## config.mk

```make
export PLATFORM = sky130hd
export DESIGN_NAME = stepper_move_seq
export DESIGN_NICKNAME = d
export VERILOG_FILES = /design/src/rtl/stepper_move_seq.sv
export SDC_FILE = /design/constraint.sdc
export NUM_CORES = 1
export LEC_CHECK = 0
export CAP_MARGIN = 40
export CORE_MARGIN = 1.5
export CORE_UTILIZATION = 53
export CTS_BUF_LIST = sky130_fd_sc_hd__clkbuf_16
export CTS_CLUSTER_DIAMETER = 100
export CTS_CLUSTER_SIZE = 28
export DETAILED_ROUTE_END_ITERATION = 8
export PLACE_DENSITY = 0.83
export REMOVE_ABC_BUFFERS = 1
export SLEW_MARGIN = 20
export SYNTH_ARGS = -nofsm -noshare
export SYNTH_HDL_FRONTEND = slang
export SYNTH_SLANG_ARGS = --single-unit
```

## constraint.sdc

```tcl
create_clock -name sclk -period 6.7 [get_ports sclk]
set_input_delay 1.34 -clock sclk [delete_from_list [all_inputs] [get_ports sclk]]
set_output_delay 1.34 -clock sclk [all_outputs]
set_load 0.05 [all_outputs]
```

## src/rtl/stepper_move_seq.sv

```systemverilog
// stepper_move_seq: move sequencer for a step/direction motor driver.
// Takes one move command at a time (direction, step count, step period) over a
// valid/ready handshake. It holds the direction line stable for a setup window,
// then emits fixed-width step pulses at the requested spacing. A move ends early
// on a limit switch in the direction of travel, or on an abort request.
// All outputs are registered.
module stepper_move_seq #(
  parameter int CNT_W     = 16,
  parameter int PER_W     = 16,
  parameter int SETUP_CYC = 4,
  parameter int PULSE_W   = 2
) (
  input  logic             sclk,
  input  logic             s_rst,
  input  logic             cmd_valid,
  output logic             cmd_ready,
  input  logic             cmd_dir,
  input  logic [CNT_W-1:0] cmd_steps,
  input  logic [PER_W-1:0] cmd_period,
  input  logic             abort,
  input  logic             jockey_l,
  input  logic             jockey_r,
  output logic             direct,
  output logic             step_out,
  output logic             busy,
  output logic             done,
  output logic [1:0]       status,
  output logic [CNT_W-1:0] step_cnt
);

  // FSM encoding
  localparam logic [2:0] ST_IDLE    = 3'd0;
  localparam logic [2:0] ST_SETUP   = 3'd1;
  localparam logic [2:0] ST_STEP_HI = 3'd2;
  localparam logic [2:0] ST_STEP_LO = 3'd3;
  localparam logic [2:0] ST_DONE    = 3'd4;

  // Completion codes reported on status
  localparam logic [1:0] STAT_OK    = 2'b00;
  localparam logic [1:0] STAT_LIMIT = 2'b01;
  localparam logic [1:0] STAT_ABORT = 2'b10;

  // Timer reload values. Each phase counts down to zero, so loads are length-1.
  // The shortest legal period leaves at least one low cycle between pulses.
  localparam logic [PER_W-1:0] MIN_PERIOD = PER_W'(PULSE_W + 1);
  localparam logic [PER_W-1:0] SETUP_LOAD = PER_W'(SETUP_CYC - 1);
  localparam logic [PER_W-1:0] PULSE_LOAD = PER_W'(PULSE_W - 1);
  localparam logic [PER_W-1:0] LO_BIAS    = PER_W'(PULSE_W + 1);

  // ---------------------------------------------------------------------------
  // Limit switch synchronisers. Index 0 = left switch, 1 = right switch.
  // The switches are active-low. The flops reset to "released", so that reset
  // never creates a phantom limit.
  // ---------------------------------------------------------------------------
  logic [1:0] sw_raw;
  logic [1:0] limit_hit;

  assign sw_raw = {jockey_r, jockey_l};

  genvar gi;
  generate
    for (gi = 0; gi < 2; gi++) begin : g_limit_sync
      logic meta_reg;
      logic sync_reg;

      // Two-flop synchroniser for one asynchronous limit input
      always_ff @(posedge sclk) begin
        if (s_rst) begin
          meta_reg <= 1'b1;
          sync_reg <= 1'b1;
        end else begin
          meta_reg <= sw_raw[gi];
          sync_reg <= meta_reg;
        end
      end

      assign limit_hit[gi] = ~sync_reg;
    end
  endgenerate

  // ---------------------------------------------------------------------------
  // State and datapath registers
  // ---------------------------------------------------------------------------
  logic [2:0]       state_reg,      state_next;
  logic [PER_W-1:0] phase_reg,      phase_next;
  logic [PER_W-1:0] period_reg,     period_next;
  logic [CNT_W-1:0] remaining_reg,  remaining_next;
  logic [CNT_W-1:0] step_cnt_reg,   step_cnt_next;
  logic             direct_reg,     direct_next;
  logic             step_out_reg,   step_out_next;
  logic [1:0]       status_reg,     status_next;
  logic             abort_pend_reg, abort_pend_next;
  logic             cmd_ready_reg;
  logic             busy_reg;
  logic             done_reg;

  logic             accept;
  logic             limit_active;
  logic             cmd_limit;
  logic             stop_abort;
  logic [PER_W-1:0] period_eff;
  logic [PER_W-1:0] lo_load;
  logic             busy_next;

  // A command is taken only while the registered ready is high, so the first
  // cycle after reset never accepts a command.
  assign accept = cmd_valid & cmd_ready_reg;

  // The limit that matters is the one we are travelling toward.
  assign limit_active = direct_reg ? limit_hit[1] : limit_hit[0];
  assign cmd_limit    = cmd_dir    ? limit_hit[1] : limit_hit[0];

  // An abort raised this cycle acts at a check point as if it were already pending.
  assign stop_abort = abort_pend_reg | abort;

  // Short periods are stretched so that every pulse keeps a low gap.
  assign period_eff = (cmd_period < MIN_PERIOD) ? MIN_PERIOD : cmd_period;

  // The low phase lasts (period - PULSE_W) cycles.
  assign lo_load = period_reg - LO_BIAS;

  // Next-state and datapath decode for the move sequencer
  always_comb begin
    state_next      = state_reg;
    phase_next      = phase_reg;
    period_next     = period_reg;
    remaining_next  = remaining_reg;
    step_cnt_next   = step_cnt_reg;
    direct_next     = direct_reg;
    step_out_next   = 1'b0;
    status_next     = status_reg;
    abort_pend_next = abort_pend_reg;

    case (state_reg)
      ST_IDLE: begin
        // Abort while idle is ignored. An abort in the same cycle as a command
        // does not block the accept.
        if (accept) begin
          direct_next     = cmd_dir;
          step_cnt_next   = '0;
          status_next     = STAT_OK;
          abort_pend_next = 1'b0;
          remaining_next  = cmd_steps;
          period_next     = period_eff;
          phase_next      = SETUP_LOAD;
          if (cmd_steps == '0) begin
            state_next = ST_DONE;
          end else if (cmd_limit) begin
            state_next  = ST_DONE;
            status_next = STAT_LIMIT;
          end else begin
            state_next = ST_SETUP;
          end
        end
      end

      ST_SETUP: begin
        if (stop_abort) begin
          state_next  = ST_DONE;
          status_next = STAT_ABORT;
        end else if (limit_active) begin
          state_next  = ST_DONE;
          status_next = STAT_LIMIT;
        end else if (phase_reg == '0) begin
          state_next     = ST_STEP_HI;
          step_out_next  = 1'b1;
          phase_next     = PULSE_LOAD;
          remaining_next = remaining_reg - 1'b1;
          step_cnt_next  = step_cnt_reg + 1'b1;
        end else begin
          phase_next = phase_reg - 1'b1;
        end
      end

      ST_STEP_HI: begin
        // A pulse always runs its full width. Abort is only remembered here.
        if (abort) begin
          abort_pend_next = 1'b1;
        end
        if (phase_reg == '0) begin
          state_next = ST_STEP_LO;
          phase_next = lo_load;
        end else begin
          step_out_next = 1'b1;
          phase_next    = phase_reg - 1'b1;
        end
      end

      ST_STEP_LO: begin
        if (stop_abort) begin
          state_next  = ST_DONE;
          status_next = STAT_ABORT;
        end else if (limit_active) begin
          state_next  = ST_DONE;
          status_next = STAT_LIMIT;
        end else if (phase_reg == '0) begin
          if (remaining_reg == '0) begin
            state_next  = ST_DONE;
            status_next = STAT_OK;
          end else begin
            state_next     = ST_STEP_HI;
            step_out_next  = 1'b1;
            phase_next     = PULSE_LOAD;
            remaining_next = remaining_reg - 1'b1;
            step_cnt_next  = step_cnt_reg + 1'b1;
          end
        end else begin
          phase_next = phase_reg - 1'b1;
        end
      end

      ST_DONE: begin
        state_next = ST_IDLE;
      end

      default: begin
        state_next = ST_IDLE;
      end
    endcase
  end

  assign busy_next = (state_next == ST_SETUP) ||
                     (state_next == ST_STEP_HI) ||
                     (state_next == ST_STEP_LO);

  // FSM, timers and counters. Reset drops step_out at once and cancels any move.
  always_ff @(posedge sclk) begin
    if (s_rst) begin
      state_reg      <= ST_IDLE;
      phase_reg      <= '0;
      period_reg     <= '0;
      remaining_reg  <= '0;
      step_cnt_reg   <= '0;
      direct_reg     <= 1'b0;
      step_out_reg   <= 1'b0;
      status_reg     <= STAT_OK;
      abort_pend_reg <= 1'b0;
    end else begin
      state_reg      <= state_next;
      phase_reg      <= phase_next;
      period_reg     <= period_next;
      remaining_reg  <= remaining_next;
      step_cnt_reg   <= step_cnt_next;
      direct_reg     <= direct_next;
      step_out_reg   <= step_out_next;
      status_reg     <= status_next;
      abort_pend_reg <= abort_pend_next;
    end
  end

  // Handshake and status flags, registered from the next state
  always_ff @(posedge sclk) begin
    if (s_rst) begin
      cmd_ready_reg <= 1'b0;
      busy_reg      <= 1'b0;
      done_reg      <= 1'b0;
    end else begin
      cmd_ready_reg <= (state_next == ST_IDLE);
      busy_reg      <= busy_next;
      done_reg      <= (state_next == ST_DONE);
    end
  end

  assign cmd_ready = cmd_ready_reg;
  assign direct    = direct_reg;
  assign step_out  = step_out_reg;
  assign busy      = busy_reg;
  assign done      = done_reg;
  assign status    = status_reg;
  assign step_cnt  = step_cnt_reg;

endmodule

```

==> flow_metrics.env <==
export IMPL_setup_violations=0
export IMPL_synth_flop_cell="dfxtp_1"
export IMPL_synth_adder_area_share_pct=1.13
export IMPL_design_portCount=62
export IMPL_synth_simple_area_share_pct=28.7
export IMPL_slew_viol_final=0
export IMPL_place_congestion=0.930
export IMPL_die_area_um2=8880
export IMPL_area_growth_pct=21.9
export IMPL_cts_htree_levels=3
export IMPL_nNetsFinal=653
export IMPL_grt_pass1_wl_mm=20.1
export IMPL_worstHoldPathCells=1
export IMPL_period_needed_ps=3780
export IMPL_drc=0
export IMPL_crit_path_end_kind="flop"
export IMPL_whs_endpoint="g_limit_sync[0].sync_reg$_SDFF_PP1_"
export IMPL_post_cts_buffers=0
export IMPL_hp_class="reg -> reg"
export IMPL_grt_setup_unrepaired="false"
export IMPL_postSynthAreaPerCell_um2=7.80
export IMPL_drtPass1Iterations=5
export IMPL_postCtsHoldBufs=0
export IMPL_grtUsageMet3_pct=5.10
export IMPL_cts_buffers=9
export IMPL_yosysWarnings=0
export IMPL_ant_nets=0
export IMPL_crit_fanout=25
export IMPL_skew_ps=7.59
export IMPL_drive_above_1_share_pct=6.99
export IMPL_clk_latency_ps=340
export IMPL_cts_path_max_buffers=2
export IMPL_num_rows=33
export IMPL_cts_root_buffer_cell="clkbuf_16"
export IMPL_worstReg2RegStart="state_reg[0]$_SDFF_PP0_"
export IMPL_grt_use_met1_pct=36.7
export IMPL_synth_area_leaders="dfxtp_1 36%, a21oi_1 6.6%, nand2_1 6.2%"
export IMPL_stdcell_area_um2=5380
export IMPL_chipWidth_um=94.3
export IMPL_hold_path_startpoint="g_limit_sync[0].meta_reg$_SDFF_PP1_"
export IMPL_synth_top_area_share_pct=35.8
export IMPL_status="complete, no violations"
export IMPL_met2_usage_pct=47.3
export IMPL_crit_type="in -> reg"
export IMPL_tritoncts="yes"
export IMPL_grt_max_degree=67
export IMPL_postPlaceCellArea_um2=5040
export IMPL_postRouteWirelength_mm=12.3
export IMPL_initial_core_util_pct=54.3
export IMPL_vias=4650
export IMPL_wl_per_cell_um=17.1
export IMPL_via_per_inst=6.46
export IMPL_synth_seq_cells=79
export IMPL_drt_iter0_markers=438
export IMPL_p_per_area_nw_per_um2=298
export IMPL_n_antenna_cell=0
export IMPL_grt_busiest_layer="met2"
export IMPL_synth_xor_area_share_pct=3.57
export IMPL_period_share_pct=56.5
export IMPL_timing_fmax_mhz=264
export IMPL_syn_area_um2=4410
export IMPL_reg2reg_to="step_cnt[14]$_SDFFE_PP0P_"
export IMPL_worst_pin_slew_ps=915
export IMPL_synth_edf_count=0
export IMPL_grt_overflow=0
export IMPL_cp_required_ps=6970
export IMPL_slew_headroom_pct=37.4
export IMPL_p_leak_nw=1.87
export IMPL_worstSetupStartpointType="input port"
export IMPL_ys_types=64
export IMPL_finalHoldViolCount=0
export IMPL_io_buffer_count=61
export IMPL_clock_sinks=79
export IMPL_cap_violations=0
export IMPL_core_area_um2=8130
export IMPL_cts_clk_slew_worst_paths_ps=60
export IMPL_antenna_found_initial=0
export IMPL_arrival_ps=4060
export IMPL_synth_top_area_cell="dfxtp_1"
export IMPL_synth_area_mux_share_pct=1.42
export IMPL_regToRegSetupSlack_ps=3360
export IMPL_synthArstFlopShare_pct=0
export IMPL_cts_resized=0
export IMPL_peakVddDrop_uv=154
export IMPL_syn_inst=566
export IMPL_post_dp_hpwl_mm=8.27
export IMPL_grt_pass1_vias=4262
export IMPL_ys_seq_area_share_pct=35.8
export IMPL_power_w=0.00160
export IMPL_r2r_cells=7
export IMPL_fin_setup_tns_ps=0
export IMPL_synth_top_family_by_area="simple AND/OR/NAND/NOR gates"
export IMPL_synth_compound_area_share_pct=24.9
export IMPL_grt_usage_pct=28.3
export IMPL_die_height_um=94.3
[stage by stage]
stage                     cells  util [%]  hold WS [ps]  setup slack [ps]
final                       720      66.1           426              2920
after CTS                   719      66.1           424              2910
after floorplan             531         -           389              2780
after detailed placement    703      61.9           410              2630
after global placement      701      61.7           393              2660
after global routing        720      66.1           443              2800
[final cells by class]
class	instances	area, um2
clock buffers	9	225
clock inverters	7	113
fillers	665	2760
inverters	8	30.0
multi-input cells	444	2640
flip-flops and latches	79	1580
well taps	105	131
repair buffers	68	654
[cell usage after synthesis, types with 7 or more instances]
library cell,number
dfxtp_1,79
nand2_1,73
a21oi_1,58
nor2_1,50
clkbuf_1,24
o21ai_0,24
nor4_1,21
nand3_1,18
o31ai_1,18
nor3_1,16
or4_1,13
or3_1,12
a22oi_1,11
nand4_1,11
o311ai_0,11
xor2_1,10
o22ai_1,8
xnor2_1,8
a31oi_1,7
inv_1,7
[metal layers]
| layer | vias to the layer above | routed length, um |
|---|---|---|
| met1 | 2188 | 5250 |
| met2 | 207 | 5990 |
| li1 | 2231 | - |
| met3 | 24 | 860 |
| met5 | - | 0 |
| met4 | 0 | 188 |
[critical path, stage by stage]
cell and delay [ps]:
clkdlybuf4s50_1 490, nand2_1 130, or4_4 590, and2_4 280
or4_1 570, or4_1 490, a21oi_1 150
[how the worst max path moves through the flow]
stage	startpoint	cells past startpoint	endpoint	slack [ps]
after global routing	cmd_valid	7	step_cnt[14]$_SDFFE_PP0P_	2800
after CTS	cmd_valid	7	step_cnt[13]$_SDFFE_PP0P_	2910
after global placement	cmd_valid	7	step_cnt[14]$_SDFFE_PP0P_	2660
after detailed placement	cmd_valid	7	step_cnt[14]$_SDFFE_PP0P_	2630
final	cmd_valid	7	step_cnt[14]$_SDFFE_PP0P_	2920
after floorplan	cmd_valid	6	step_cnt[2]$_SDFFE_PP0P_	2780
[report_power, final]
group	switching [W]	internal [W]
Clock	0.000203	0.000361
Sequential	0.0000384	0.000505
Combinational	0.000314	0.000180
Total	0.000555	0.00105
[kinds of logic after synthesis]
kind of cell    Yosys count
compound gates          169
mux                       6
simple gates            247
xor+xnor                 18
fa+ha+maj                 4
flops                    79
buf+inv                  43
[layout by cell type (no fill, tap or decap), types with 7 or more instances in the layout]
cell type / instances
dfxtp_1: 79
nor4_1: 20
or4_1: 13
inv_1: 8
o311ai_0: 11
clkbuf_16: 9
nand2_1: 73
or3_1: 12
nor2_1: 50
xnor2_1: 8
a22oi_1: 11
o21ai_0: 24
a21oi_1: 58
nor3_1: 16
nand3_1: 18
o31ai_1: 18
xor2_1: 10
clkdlybuf4s50_1: 60
a31oi_1: 7
nand4_1: 11
o22ai_1: 8
No activity file was read; power rests on OpenSTA's default activity.
